[src/rtl/keycode_pkg.sv]
// Shared HID keycode constants, decoder FSM states and the event record
// passed from the keycode filter into the event FIFO.
package keycode_pkg;

   localparam logic [7:0] KC_NONE  = 8'h00;
   localparam logic [7:0] KC_W     = 8'h1A;
   localparam logic [7:0] KC_A     = 8'h04;
   localparam logic [7:0] KC_S     = 8'h16;
   localparam logic [7:0] KC_D     = 8'h07;
   localparam logic [7:0] KC_SPACE = 8'h2C;

   typedef enum logic [1:0] {
      S_FILTER,
      S_PUSH_REL,
      S_PUSH_PRS
   } state_t;

   typedef struct packed {
      logic [7:0] code;
      logic       press;
   } kc_event_t;

   // Held bitmap order is {space, D, S, A, W}.
   function automatic logic [4:0] held_decode(input logic [7:0] code);
      logic [4:0] h;
      h = '0;
      case (code)
         KC_W:     h = 5'b00001;
         KC_A:     h = 5'b00010;
         KC_S:     h = 5'b00100;
         KC_D:     h = 5'b01000;
         KC_SPACE: h = 5'b10000;
         default:  h = '0;
      endcase
      return h;
   endfunction

endpackage

[src/rtl/keycode_event_fifo.sv]
// First-word-fall-through event FIFO; a push while full succeeds only when
// a pop happens in the same cycle.
module keycode_event_fifo
   import keycode_pkg::*;
#(
   parameter int unsigned DEPTH = 4
) (
   input  logic      Clk,
   input  logic      Reset,
   input  logic      push,
   input  kc_event_t push_data,
   input  logic      pop,
   output kc_event_t head,
   output logic      empty,
   output logic      full
);

   localparam int unsigned AW = $clog2(DEPTH);

   logic [AW:0] wr_ptr_q, wr_ptr_d;
   logic [AW:0] rd_ptr_q, rd_ptr_d;
   kc_event_t   mem_q [DEPTH];
   kc_event_t   mem_d [DEPTH];
   logic        do_push;
   logic        do_pop;

   assign empty   = (wr_ptr_q == rd_ptr_q);
   assign full    = (wr_ptr_q[AW] != rd_ptr_q[AW]) &&
                    (wr_ptr_q[AW-1:0] == rd_ptr_q[AW-1:0]);
   assign do_pop  = pop && !empty;
   assign do_push = push && (!full || do_pop);
   assign head    = empty ? '0 : mem_q[rd_ptr_q[AW-1:0]];

   always_comb begin
      mem_d    = mem_q;
      wr_ptr_d = wr_ptr_q;
      rd_ptr_d = rd_ptr_q;
      if (do_push) begin
         mem_d[wr_ptr_q[AW-1:0]] = push_data;
         wr_ptr_d                = wr_ptr_q + (AW+1)'(1);
      end
      if (do_pop) begin
         rd_ptr_d = rd_ptr_q + (AW+1)'(1);
      end
   end

   always_ff @(posedge Clk) begin
      if (Reset) begin
         wr_ptr_q <= '0;
         rd_ptr_q <= '0;
         for (int unsigned i = 0; i < DEPTH; i++) begin
            mem_q[i] <= '0;
         end
      end else begin
         wr_ptr_q <= wr_ptr_d;
         rd_ptr_q <= rd_ptr_d;
         mem_q    <= mem_d;
      end
   end

endmodule

[src/rtl/keycode_event_decoder.sv]
// Debounces the SoC keycode PIO and turns each stable change into
// release/press events, plus a live held-key bitmap for movement and fire.
module keycode_event_decoder
   import keycode_pkg::*;
#(
   parameter int unsigned STABLE_CYCLES = 1000,
   parameter int unsigned FIFO_DEPTH    = 4
) (
   input  logic       Clk,
   input  logic       Reset,
   input  logic [7:0] keycode,
   output logic       ev_valid,
   input  logic       ev_ready,
   output logic [7:0] ev_code,
   output logic       ev_press,
   output logic [4:0] held,
   output logic       overflow
);

   localparam int unsigned   CW      = $clog2(STABLE_CYCLES);
   localparam logic [CW-1:0] CNT_MAX = CW'(STABLE_CYCLES - 1);

   logic [7:0]    kc_q, kc_d;
   logic [7:0]    cand_q, cand_d;
   logic [CW-1:0] cnt_q, cnt_d;
   logic [7:0]    stable_q, stable_d;
   logic [7:0]    old_q, old_d;
   logic [4:0]    held_q, held_d;
   logic          overflow_q, overflow_d;
   state_t        state_q, state_d;

   logic          accept;
   logic          push;
   logic          pop;
   kc_event_t     push_ev;
   kc_event_t     head_ev;
   logic          fifo_empty;
   logic          fifo_full;

   assign ev_valid = !fifo_empty;
   assign pop      = ev_valid && ev_ready;
   assign ev_code  = head_ev.code;
   assign ev_press = head_ev.press;
   assign held     = held_q;
   assign overflow = overflow_q;

   // Accept also requires the sample to still match, so a value must persist
   // for more than STABLE_CYCLES input cycles to be taken.
   assign accept = (state_q == S_FILTER) && (cnt_q == CNT_MAX) &&
                   (kc_q == cand_q) && (cand_q != stable_q);

   always_comb begin
      kc_d       = keycode;
      cand_d     = cand_q;
      cnt_d      = cnt_q;
      stable_d   = stable_q;
      old_d      = old_q;
      held_d     = held_q;
      overflow_d = overflow_q;
      state_d    = state_q;
      push       = 1'b0;
      push_ev    = '0;

      if (kc_q != cand_q) begin
         cand_d = kc_q;
         cnt_d  = '0;
      end else if (cnt_q != CNT_MAX) begin
         cnt_d = cnt_q + CW'(1);
      end

      case (state_q)
         S_FILTER: begin
            if (accept) begin
               stable_d = cand_q;
               old_d    = stable_q;
               held_d   = held_decode(cand_q);
               state_d  = (stable_q != KC_NONE) ? S_PUSH_REL : S_PUSH_PRS;
            end
         end
         S_PUSH_REL: begin
            push          = 1'b1;
            push_ev.code  = old_q;
            push_ev.press = 1'b0;
            state_d       = (stable_q != KC_NONE) ? S_PUSH_PRS : S_FILTER;
         end
         S_PUSH_PRS: begin
            push          = 1'b1;
            push_ev.code  = stable_q;
            push_ev.press = 1'b1;
            state_d       = S_FILTER;
         end
         default: state_d = S_FILTER;
      endcase

      if (push && fifo_full && !pop) begin
         overflow_d = 1'b1;
      end
   end

   always_ff @(posedge Clk) begin
      if (Reset) begin
         kc_q       <= '0;
         cand_q     <= '0;
         cnt_q      <= '0;
         stable_q   <= '0;
         old_q      <= '0;
         held_q     <= '0;
         overflow_q <= 1'b0;
         state_q    <= S_FILTER;
      end else begin
         kc_q       <= kc_d;
         cand_q     <= cand_d;
         cnt_q      <= cnt_d;
         stable_q   <= stable_d;
         old_q      <= old_d;
         held_q     <= held_d;
         overflow_q <= overflow_d;
         state_q    <= state_d;
      end
   end

   keycode_event_fifo #(
      .DEPTH (FIFO_DEPTH)
   ) u_fifo (
      .Clk       (Clk),
      .Reset     (Reset),
      .push      (push),
      .push_data (push_ev),
      .pop       (pop),
      .head      (head_ev),
      .empty     (fifo_empty),
      .full      (fifo_full)
   );

endmodule
[config.mk]
export PLATFORM = sky130hd
export DESIGN_NAME = keycode_event_decoder
export DESIGN_NICKNAME = d
export VERILOG_FILES = /design/src/rtl/keycode_pkg.sv /design/src/rtl/keycode_event_fifo.sv /design/src/rtl/keycode_event_decoder.sv
export SDC_FILE = /design/constraint.sdc
export NUM_CORES = 1
export LEC_CHECK = 0
export BUFFER_PORTS_ARGS = -buffer_cell sky130_fd_sc_hd__buf_2
export CORE_MARGIN = 8
export CORE_UTILIZATION = 55
export CTS_CLUSTER_DIAMETER = 200
export DETAILED_ROUTE_END_ITERATION = 10
export PLACE_DENSITY = 0.71
export RECOVER_POWER = 100
export SYNTH_ARGS = -nofsm -noshare
export SYNTH_HDL_FRONTEND = slang
export SYNTH_HIERARCHICAL = 1
export SYNTH_SLANG_ARGS = --single-unit
export TNS_END_PERCENT = 10
[constraint.sdc]
create_clock -name Clk -period 3.3 [get_ports Clk]
set_input_delay 0.165 -clock Clk [delete_from_list [all_inputs] [get_ports Clk]]
set_output_delay 0.165 -clock Clk [all_outputs]
set_load 0.02 [all_outputs]
==> reports/metrics.csv <==
stage,metric,value,unit
layout,Finished Core Util,0.607,
cts,clock root buffer,clkbuf_8,
placement,Port Buffers,26,
layout,Layout area overhead,9.10,%
cts,CTS H-tree depth,3,
logic_synthesis,syn avg cell area,10.5,um2
drt,DR vias/cell,5.29,
grt,GRT Total Usage,0.156,
sta,max-slew violations,78,
logic_synthesis,Synthesis Warnings,6,
sta,worst clock skew,0.0114,ns
logic_synthesis,post-synthesis mux area share,0.164,
logic_synthesis,post-synthesis cell count,425,
floorplan,FP Rows,33,
drt,post-detailed-route count of antenna-violating nets,0,
drt,Avg WL per Cell,14.9,um
sta,Fin. Hold Viols,0,
logic_synthesis,Post-synth EDFFs,0,
worst_setup_path,Critical Path Fanout Max,19,
logic_synthesis,Post-Synth Simple-Gate Area,0.248,
grt,global route total overflow,0,
worst_setup_path,CP endpoint kind,flip-flop,
drt,via count,2953,
layout,area of the multi-input gates,2490,um2
logic_synthesis,largest family of logic cells by synthesized area,simple AND/OR/NAND/NOR gates,
placement,Post-Place Worst Slack,0.534,ns
power,maximum VDD drop,0.292,mV
grt,initial antenna violation count,0,
sta,Fmax,352,MHz
logic_synthesis,asr flop ratio synth,0,
layout,Layout Nets,469,
cts,clk slew on worst S/H paths,0.09,ns
drt,Post-Route WL,8320,um
floorplan,Die H,106,um
layout,fraction of layout cells with a size suffix above 1,0.110,
sta,Tcrit/Tclk final,0.862,
logic_synthesis,synthesized flop and latch total,92,
grt,vias in the first global route,3040,
logic_synthesis,Synth Area in Compound Gates,0.0533,
logic_synthesis,Synth Area in Adders,0.0279,
sta,RSZ-0062 raised after global routing,false,
outcome,failing checks,"capacitance limit, slew limit",
power,overall power,2100,uW
cts,clock latency on the worst-skew pair,0.35,ns
logic_synthesis,ys flop type,dfxtp_1,
cts,Post-CTS Setup Inserts,0,
sta,final setup violation count,0,
worst_setup_path,Crit path largest cell delay,0.74,ns
cts,# hold bufs at CTS,0,
floorplan,core area,8050,um2
worst_setup_path,"Req. time, crit path",3.46,ns
layout,FF/Latch Area,1840,um2
cts,TritonCTS Buffers,9,
floorplan,Top Ports,27,
floorplan,Die ar.,11300,um2
power,P_leak,0.00185,uW
sta,setup TNS,0,ns
grt,first-pass GRT wire length,14500,um
drt,DR pass1 iterations,4,
logic_synthesis,Synth cell types,51,
logic_synthesis,synthesized area,4480,um2
logic_synthesis,"Net Count, Synth",446,
worst_setup_path,Critical Path AT,3.01,ns
cts,# resized after CTS,0,
worst_setup_path,Critical Path Source Type,flip-flop,
cts,Clock Path Buffers,2,
layout,post-route cell area,4890,um2
drt,Residual DRC,0,
sta,slew margin rel.,-0.375,
sta,post-layout min period,2.84,ns
drt,DRT iter0 DRCs,116,
cts,CTS tree,yes,
worst_setup_path,"critical path, cell by cell",xor2_1 > or2_2 > nor2_1 > buf_4 > nor2b_1 > o41ai_4 > clkbuf_1 > xor2_1 > nor2_1,
worst_hold_path,Hold Crit Class,in -> reg,
sta,Slew @ Worst Pin,2.06,ns
logic_synthesis,xor/xnor share of the synthesized area,0.0642,
placement,final RePlAce weighted congestion,0.819,
placement,HPWL Detailed,5750,um
outcome,status,"complete, but fails checks",
power,pwr/cell area,429,nW/um2
placement,Area after DPL,4680,um2
sta,Final WS setup,0.456,ns
logic_synthesis,sequential share of the synthesized area,0.411,
layout,antenna cells,0,
worst_setup_path,"Slowest-stage cell, CP",clkbuf_1,
layout,# fillers,712,
worst_setup_path,R2R setup slack,0.46,ns
grt,largest net degree at the start of global routing,57,
job,max-cap violations,2,
floorplan,Die Width,106,um
floorplan,Starting Density,0.557,
cts,CTS sink cnt,92,
worst_setup_path,critical setup path kind,reg -> reg,
## critical path: cells and delay by family (launching register included)
family                 cells  cell delay [ns]
buffers and inverters      2             0.92
AND/OR/NAND/NOR            4             0.58
flip-flops                 1             0.44
XOR/XNOR                   2             0.39
AO/OA/AOI/OAI              1             0.34
## flip-flops by register name (all words and copies together) (netlist names)
| name | cells |
|---|---|
| cand_q | 8 |
| cnt_q | 10 |
| held | 5 |
| kc_q | 8 |
| old_q | 8 |
| overflow | 1 |
| stable_q | 8 |
| state_q | 2 |
| u_fifo/mem_q | 36 |
| u_fifo/rd_ptr_q | 3 |
| u_fifo/wr_ptr_q | 3 |
## placed cells by master (no fill, tap or decap), drive strengths merged, types with 2 or more instances in the layout
master / Yosys / routed
dfxtp: 92 / 92
mux2i: 53 / 53
nand2b: 51 / 51
nor2b: 35 / 35
clkbuf: 12 / 29
xor2: 21 / 21
nor2: 20 / 20
or2b: 14 / 14
buf: 8 / 13
xnor2: 11 / 11
nand2: 11 / 11
ha: 10 / 10
mux4: 9 / 9
o21ai: 9 / 9
nand3b: 9 / 9
a22oi: 8 / 8
inv: 6 / 6
nand3: 6 / 6
nand4: 6 / 6
nor4: 5 / 5
or3: 4 / 4
and3: 3 / 3
bufinv: 0 / 3
and2: 3 / 3
clkinv: 0 / 3
nor3: 2 / 2
## per-layer routing
layer,routed length (um),part of all wire,vias to the layer above,global-route usage
met3,262,0.031,11,0.0296
li1,-,-,1504,-
met1,3920,0.47,1406,0.189
met4,138,0.017,0,0.0653
met2,4000,0.48,32,0.266
met5,0,0,-,0
## power by group
part           total (uW)  switching (uW)  leakage, uW  internal, uW
sequential           1130            10.8     0.000744          1120
combinational        71.6            33.8     0.000989          37.8
clock                 897             392     0.000120           505
## final timing paths
| kind | to | start | depth (start not counted) |
|---|---|---|---|
| setup / recovery | u_fifo/wr_ptr_q[2] | u_fifo/wr_ptr_q[0] | 9 |
| hold / removal | kc_q[4] | keycode[4] | 2 |
| setup reg to reg | u_fifo/wr_ptr_q[2] | u_fifo/wr_ptr_q[0] | 9 |
| hold reg to reg | cand_q[5] | kc_q[5] | 1 |
## synthesized netlist by cell type, types with 9 or more instances
cell      instances  area share
nand2b_1         51       0.071
xor2_1           21       0.041
nor2_1           20       0.017
xnor2_1          10       0.020
nor2b_1          35       0.049
ha_1             10       0.028
or2b_1           14       0.023
mux4_2            9       0.045
dfxtp_1          92        0.41
clkbuf_1         12       0.010
mux2i_1          53        0.12
## logic make-up (layout without fill, tap and decap cells)
logic type,after synthesis,in the layout
xor gates and xnor gates,32,32
muxes,62,62
DFF,92,92
AOI/OAI and AO/OA,28,28
and+or+nand+nor,175,175
adders and majority gates,10,10
buffers and inverters,26,54
## stage by stage
stage | std cells | hold WS (ns)
after floorplan | 425 | 0.293
final | 558 | 0.0192
after global placement | 542 | 0.375
after detailed placement | 542 | 0.379
after global routing | 558 | 0.00876
after CTS | 558 | 0.00159
## cell type report
| type | count | share of cell area |
|---|---|---|
| multi-input combinational | 307 | 0.510 |
| sequential | 92 | 0.377 |
| clock buffer | 10 | 0.0261 |
| timing repair buffer | 32 | 0.0325 |
| clock inverter | 6 | 0.0230 |
| inverter | 6 | 0.00461 |
| tap | 105 | 0.0269 |
Power figures use the tool's default switching activity.
